## config.mk

```make
export PLATFORM = sky130hd
export DESIGN_NAME = game_sprite_motion
export DESIGN_NICKNAME = d
export VERILOG_FILES = /design/src/rtl/game_sprite_motion.sv
export SDC_FILE = /design/constraint.sdc
export NUM_CORES = 1
export LEC_CHECK = 0
export CORE_MARGIN = 3
export CORE_UTILIZATION = 60
export CTS_CLUSTER_DIAMETER = 100
export CTS_CLUSTER_SIZE = 12
export DETAILED_ROUTE_END_ITERATION = 16
export PLACE_DENSITY = 0.93
export SKIP_LAST_GASP = 1
export SYNTH_ARGS = -nofsm -noshare
export SYNTH_HDL_FRONTEND = slang
export SYNTH_SLANG_ARGS = --single-unit
```

## constraint.sdc

```tcl
create_clock -name clk -period 4.7 [get_ports clk]
set_input_delay 1.175 -clock clk [delete_from_list [all_inputs] [get_ports clk]]
set_output_delay 1.175 -clock clk [all_outputs]
set_load 0.02 [all_outputs]
```

## src/rtl/game_sprite_motion.sv

```systemverilog
// rtl/game_sprite_motion.sv - moving sprite bounding box with edge bounce and hit sequence
// Optional GAME_SPRITE_HIT_BLINK_EN adds a 'visible' output that blinks while in HIT.
module game_sprite_motion #(
   parameter int screen_width  = 640,
   parameter int screen_height = 480,
   parameter int w_x           = $clog2(screen_width),
   parameter int w_y           = $clog2(screen_height),
   parameter int sprite_width  = 32,
   parameter int sprite_height = 16,
   parameter int start_x       = 0,
   parameter int start_y       = 100,
   parameter int speed_x       = 4,
   parameter int speed_y       = 2,
   parameter int hit_frames    = 30
) (
   input  logic           clk,
   input  logic           rst_n,
   input  logic           launch,
   input  logic           frame_tick,
   input  logic           overlap,
   output logic [w_x-1:0] left,
   output logic [w_x-1:0] right,
   output logic [w_y-1:0] top,
   output logic [w_y-1:0] bottom,
`ifdef GAME_SPRITE_HIT_BLINK_EN
   output logic           visible,
`endif
   output logic           target_enable,
   output logic           hit,
   output logic           busy
);

   localparam int w_c = (hit_frames > 1) ? $clog2(hit_frames) : 1;

   localparam logic [w_x:0]   x_max   = (w_x+1)'(screen_width - sprite_width);
   localparam logic [w_y:0]   y_max   = (w_y+1)'(screen_height - sprite_height);
   localparam logic [w_x:0]   step_x  = (w_x+1)'(speed_x);
   localparam logic [w_y:0]   step_y  = (w_y+1)'(speed_y);
   localparam logic [w_x-1:0] x_start = w_x'(start_x);
   localparam logic [w_y-1:0] y_start = w_y'(start_y);
   localparam logic [w_x-1:0] x_span  = w_x'(sprite_width - 1);
   localparam logic [w_y-1:0] y_span  = w_y'(sprite_height - 1);
   localparam logic [w_c-1:0] c_last  = w_c'(hit_frames - 1);

   typedef enum logic [1:0] {S_IDLE, S_ACTIVE, S_HIT} state_t;

   state_t         state;
   logic           dir_x;
   logic           dir_y;
   logic [w_c-1:0] cnt;
   logic [w_x:0]   sum_x;
   logic [w_y:0]   sum_y;
   logic [w_x-1:0] nx;
   logic [w_y-1:0] ny;
   logic           ndx;
   logic           ndy;

   // One-bit-wider sums so the clamp test cannot wrap near the far edge.
   always_comb begin
      sum_x = {1'b0, left} + step_x;
      sum_y = {1'b0, top} + step_y;
      nx    = left;
      ny    = top;
      ndx   = dir_x;
      ndy   = dir_y;
      if (dir_x) begin
         if (sum_x >= x_max) begin
            nx  = x_max[w_x-1:0];
            ndx = 1'b0;
         end else begin
            nx = sum_x[w_x-1:0];
         end
      end else if ({1'b0, left} <= step_x) begin
         nx  = '0;
         ndx = 1'b1;
      end else begin
         nx = left - step_x[w_x-1:0];
      end
      if (dir_y) begin
         if (sum_y >= y_max) begin
            ny  = y_max[w_y-1:0];
            ndy = 1'b0;
         end else begin
            ny = sum_y[w_y-1:0];
         end
      end else if ({1'b0, top} <= step_y) begin
         ny  = '0;
         ndy = 1'b1;
      end else begin
         ny = top - step_y[w_y-1:0];
      end
   end

   always_ff @(posedge clk) begin
      if (!rst_n) begin
         state         <= S_IDLE;
         left          <= x_start;
         right         <= x_start + x_span;
         top           <= y_start;
         bottom        <= y_start + y_span;
         dir_x         <= 1'b1;
         dir_y         <= 1'b1;
         cnt           <= '0;
         target_enable <= 1'b0;
         hit           <= 1'b0;
         busy          <= 1'b0;
`ifdef GAME_SPRITE_HIT_BLINK_EN
         visible       <= 1'b0;
`endif
      end else begin
         hit <= 1'b0;
         case (state)
            S_IDLE: begin
               if (launch) begin
                  state         <= S_ACTIVE;
                  left          <= x_start;
                  right         <= x_start + x_span;
                  top           <= y_start;
                  bottom        <= y_start + y_span;
                  dir_x         <= 1'b1;
                  dir_y         <= 1'b1;
                  target_enable <= 1'b1;
                  busy          <= 1'b1;
`ifdef GAME_SPRITE_HIT_BLINK_EN
                  visible       <= 1'b1;
`endif
               end
            end
            S_ACTIVE: begin
               // A collision takes priority over a same-cycle frame move.
               if (overlap) begin
                  state         <= S_HIT;
                  hit           <= 1'b1;
                  target_enable <= 1'b0;
                  cnt           <= '0;
`ifdef GAME_SPRITE_HIT_BLINK_EN
                  visible       <= 1'b1;
`endif
               end else if (frame_tick) begin
                  left   <= nx;
                  right  <= nx + x_span;
                  top    <= ny;
                  bottom <= ny + y_span;
                  dir_x  <= ndx;
                  dir_y  <= ndy;
               end
            end
            S_HIT: begin
               if (frame_tick) begin
                  if (cnt == c_last) begin
                     state   <= S_IDLE;
                     left    <= x_start;
                     right   <= x_start + x_span;
                     top     <= y_start;
                     bottom  <= y_start + y_span;
                     cnt     <= '0;
                     busy    <= 1'b0;
`ifdef GAME_SPRITE_HIT_BLINK_EN
                     visible <= 1'b0;
`endif
                  end else begin
                     cnt     <= cnt + 1'b1;
`ifdef GAME_SPRITE_HIT_BLINK_EN
                     visible <= ~visible;
`endif
                  end
               end
            end
            default: state <= S_IDLE;
         endcase
      end
   end

endmodule

```

==> impl_metrics.toml <==
[status]
status = "completed"

[detailed_routing]
final_antenna_net_count = 0
finalWirelength_um = 8850
drt_iter0_drc = 262
wire_per_inst_um = 16.2
drc = 0
vias_per_cell = 6.39
first_pass_iters = 7
num_vias = 3490

[cells_and_area]
fin_nets = 488
final_core_util_pct = 71.7
drive_gt1_share_pct = 4.85
area_delta_synth_final_pct = 14.9
diodes = 0
finalInstanceArea_um2 = 3980
fin_cells = 546
n_fill_cell = 438
final_common_cell = "nand2_1"
final_cell_mix = "57 x nand2_1, 50 x dfxtp_1, 45 x clkdlybuf4s50_1"

[power]
pwr-share-seq_pct = 47.1
p_comb_share_pct = 22.6
power.share.switching_pct = 30.5
p_leak_nw = 1.39
clkPwrFrac_pct = 30.4
switchingPower_uw = 301
power_density_nw_per_um2 = 249
peakVddDrop_mv = 0.224
p_int_uw = 687

[timing]
fmax_ghz = 0.291
skew_ps = 11.4
final_max_slew_viol_count = 0
layout_min_cycle_time_ps = 3440
rsz0062_at_grt = "no"
fin_tns_setup_ps = 0
hold_viol = 0
setup-violations-final = 0
maxSlewHeadroom_pct = 49.6
fin_crit_sh_pct = 73.2
worst_pin_slew_ps = 756

[logic_synthesis]
synth.top_cells.by_area = "dfxtp_1 29%, nand2_1 6.2%, o21ai_0 4.5%"
ys_seq_elements = 50
synth.net_count = 469
syn_area_per_cell_um2 = 7.62
ys_seq_area_share_pct = 28.9
synthFlopType = "dfxtp_1"
synth-async-reset-ratio_pct = 0
yosys.area.top_type = "dfxtp_1"
synth.top_cell.area_share_pct = 28.9
syn-cell-area_um2 = 3460
synth-edff-count = 0
postSynthCellCount = 454
ys_warn_count = 0
ys_types = 70

[grt]
antenna_found_initial = 0
grt_pass1_wl_um = 14600
overflow = 0
grt.total_usage_pct = 27.1
grt_max_degree = 38
grt_pass1_vias = 3160

[worst_setup_path]
crit_family = "compound AO/OA/AOI/OAI gates"
worst-path-stages = 12
cp_max_fo = 14
path_cells = "ha_1, and3_1, nand3_1, a32oi_1, and2_1, a21oi_1, nand2_1, ha_1, inv_1, o311ai_1, xnor2_1, o21ai_0"
cp_slowest_stage_delay_ps = 600
worstSetupStartpointType = "register"
cpMostUsedCell = "ha_1"
critPathKind = "register to register"
crit_buf_inv = 1
r2r-start = "top[1]"
crit_slowest_cell = "dfxtp_1"
crit_required_ps = 4880
cp.arrival_ps = 3620
setup.worst_path.end_class = "register"
startpoint = "top[1]"
worstRegToRegCells = 12

[place]
port_buffers = 45
placed_cells = 538
routabilityCongestion = 0.920
placed_area_um2 = 3870
dp_hpwl_um = 6260

[clock_network]
post-cts-setup-buffer-count = 0
numCtsBuffers = 5
clkLatencyLatePin_ps = 310
clk_path_buf_depth = 2
clkSinkCount = 50
cts_tree = "built"
ctsHtreeMaxLevel = 2
root_buffer = "clkbuf_8"
cts.clk_slew.worst_paths_ps = 90
cts_resized = 0
ctsHoldBuffers = 0

[worst_hold_path]
worstHoldPathCells = 2
hp-start = "right[6]"
hold_path_class = "register to register"

[floorplan]
fp.dieH_um = 81.9
initial_utilization_pct = 62.5
ios = 46
core_um2 = 5540
die_x_um = 81.9
die_area_um2 = 6710
rows = 27

[flow_run]
maxCapViolations = 0
final cells by class:
cell class | count | area, um^2 | area share, %
clock buffers | 7 | 76.3 | 1.92
inverters | 18 | 67.6 | 1.70
flip-flops and latches | 50 | 1000 | 25.2
clock inverters | 1 | 30.0 | 0.755
repair buffers | 48 | 473 | 11.9
well taps | 72 | 90.1 | 2.27
multi-input cells | 350 | 2240 | 56.3
logic make-up (layout without fill, tap and decap cells):
logic type	Yosys count	in the layout	synth area share (%)
simple gates	180	180	27.2
fa+ha+maj	10	10	3.62
compound gates	136	136	27.7
mux	1	1	0.289
flops	50	50	28.9
buf+inv	54	74	6.44
xor+xnor	23	23	5.82
power by group through the flow:
stage / registers, mW / logic (mW) / clock network (mW)
floorplan: 0.478 / 0.149 / 0
global placement: 0.474 / 0.213 / 0
detailed placement: 0.475 / 0.220 / 0
CTS: 0.465 / 0.221 / 0.301
global route: 0.469 / 0.243 / 0.317
finish: 0.465 / 0.223 / 0.300
state kept, by name (all words and copies together), names as in the netlist:
register	cells
dir_y	1
hit	1
right	10
left	10
target_enable	1
bottom	9
state	2
dir_x	1
cnt	5
busy	1
top	9
cells in the mapped netlist (all sizes together) (3+ instances only):
cell type / number
a311oi: 3
o311ai: 3
nand4: 8
nand2: 57
o21ai: 32
nand3: 12
nand2b: 7
or4: 3
o22ai: 11
nor3: 11
nor2: 29
or3: 4
a221oi: 4
o21a: 4
buf: 8
ha: 10
o22a: 5
a41oi: 3
nor2b: 12
a31oi: 5
clkbuf: 28
a21oi: 16
xnor2: 14
a22oi: 8
and3: 9
o211ai: 4
a211oi: 6
xor2: 9
o31ai: 5
dfxtp: 50
nor4: 4
and2: 12
inv: 18
through the flow:
stage	total power, mW	setup WS (ps)	hold WS, ps
detailed placement	0.694	1270	454
floorplan	0.627	1820	479
global route	1.03	1010	509
global placement	0.687	1370	448
finish	0.988	1260	467
CTS	0.986	1330	474
worst paths after layout:
| kind | endpoint | slack [ps] |
|---|---|---|
| worst min-delay path | right[6] | 470 |
| worst min register to register | right[6] | 470 |
| worst max register to register | bottom[8] | 1260 |
| worst max-delay path | bottom[8] | 1260 |
routing by layer:
layer	track usage, %	up-vias	share of wire (%)	wire (um)
li1	-	1701	-	-
met1	35.7	1622	44	3900
met2	43.8	141	48	4280
met3	4.50	26	5.6	497
met4	11.0	0	2.0	179
met5	0	-	0	0
worst min-delay path, delay by kind of cell (launching register included):
| kind | cells | cell delay (ps) |
|---|---|---|
| DFF | 1 | 340 |
| AOI/OAI and AO/OA | 1 | 60 |
| and+or+nand+nor | 1 | 40 |
No activity file was read; power rests on OpenSTA's default activity.
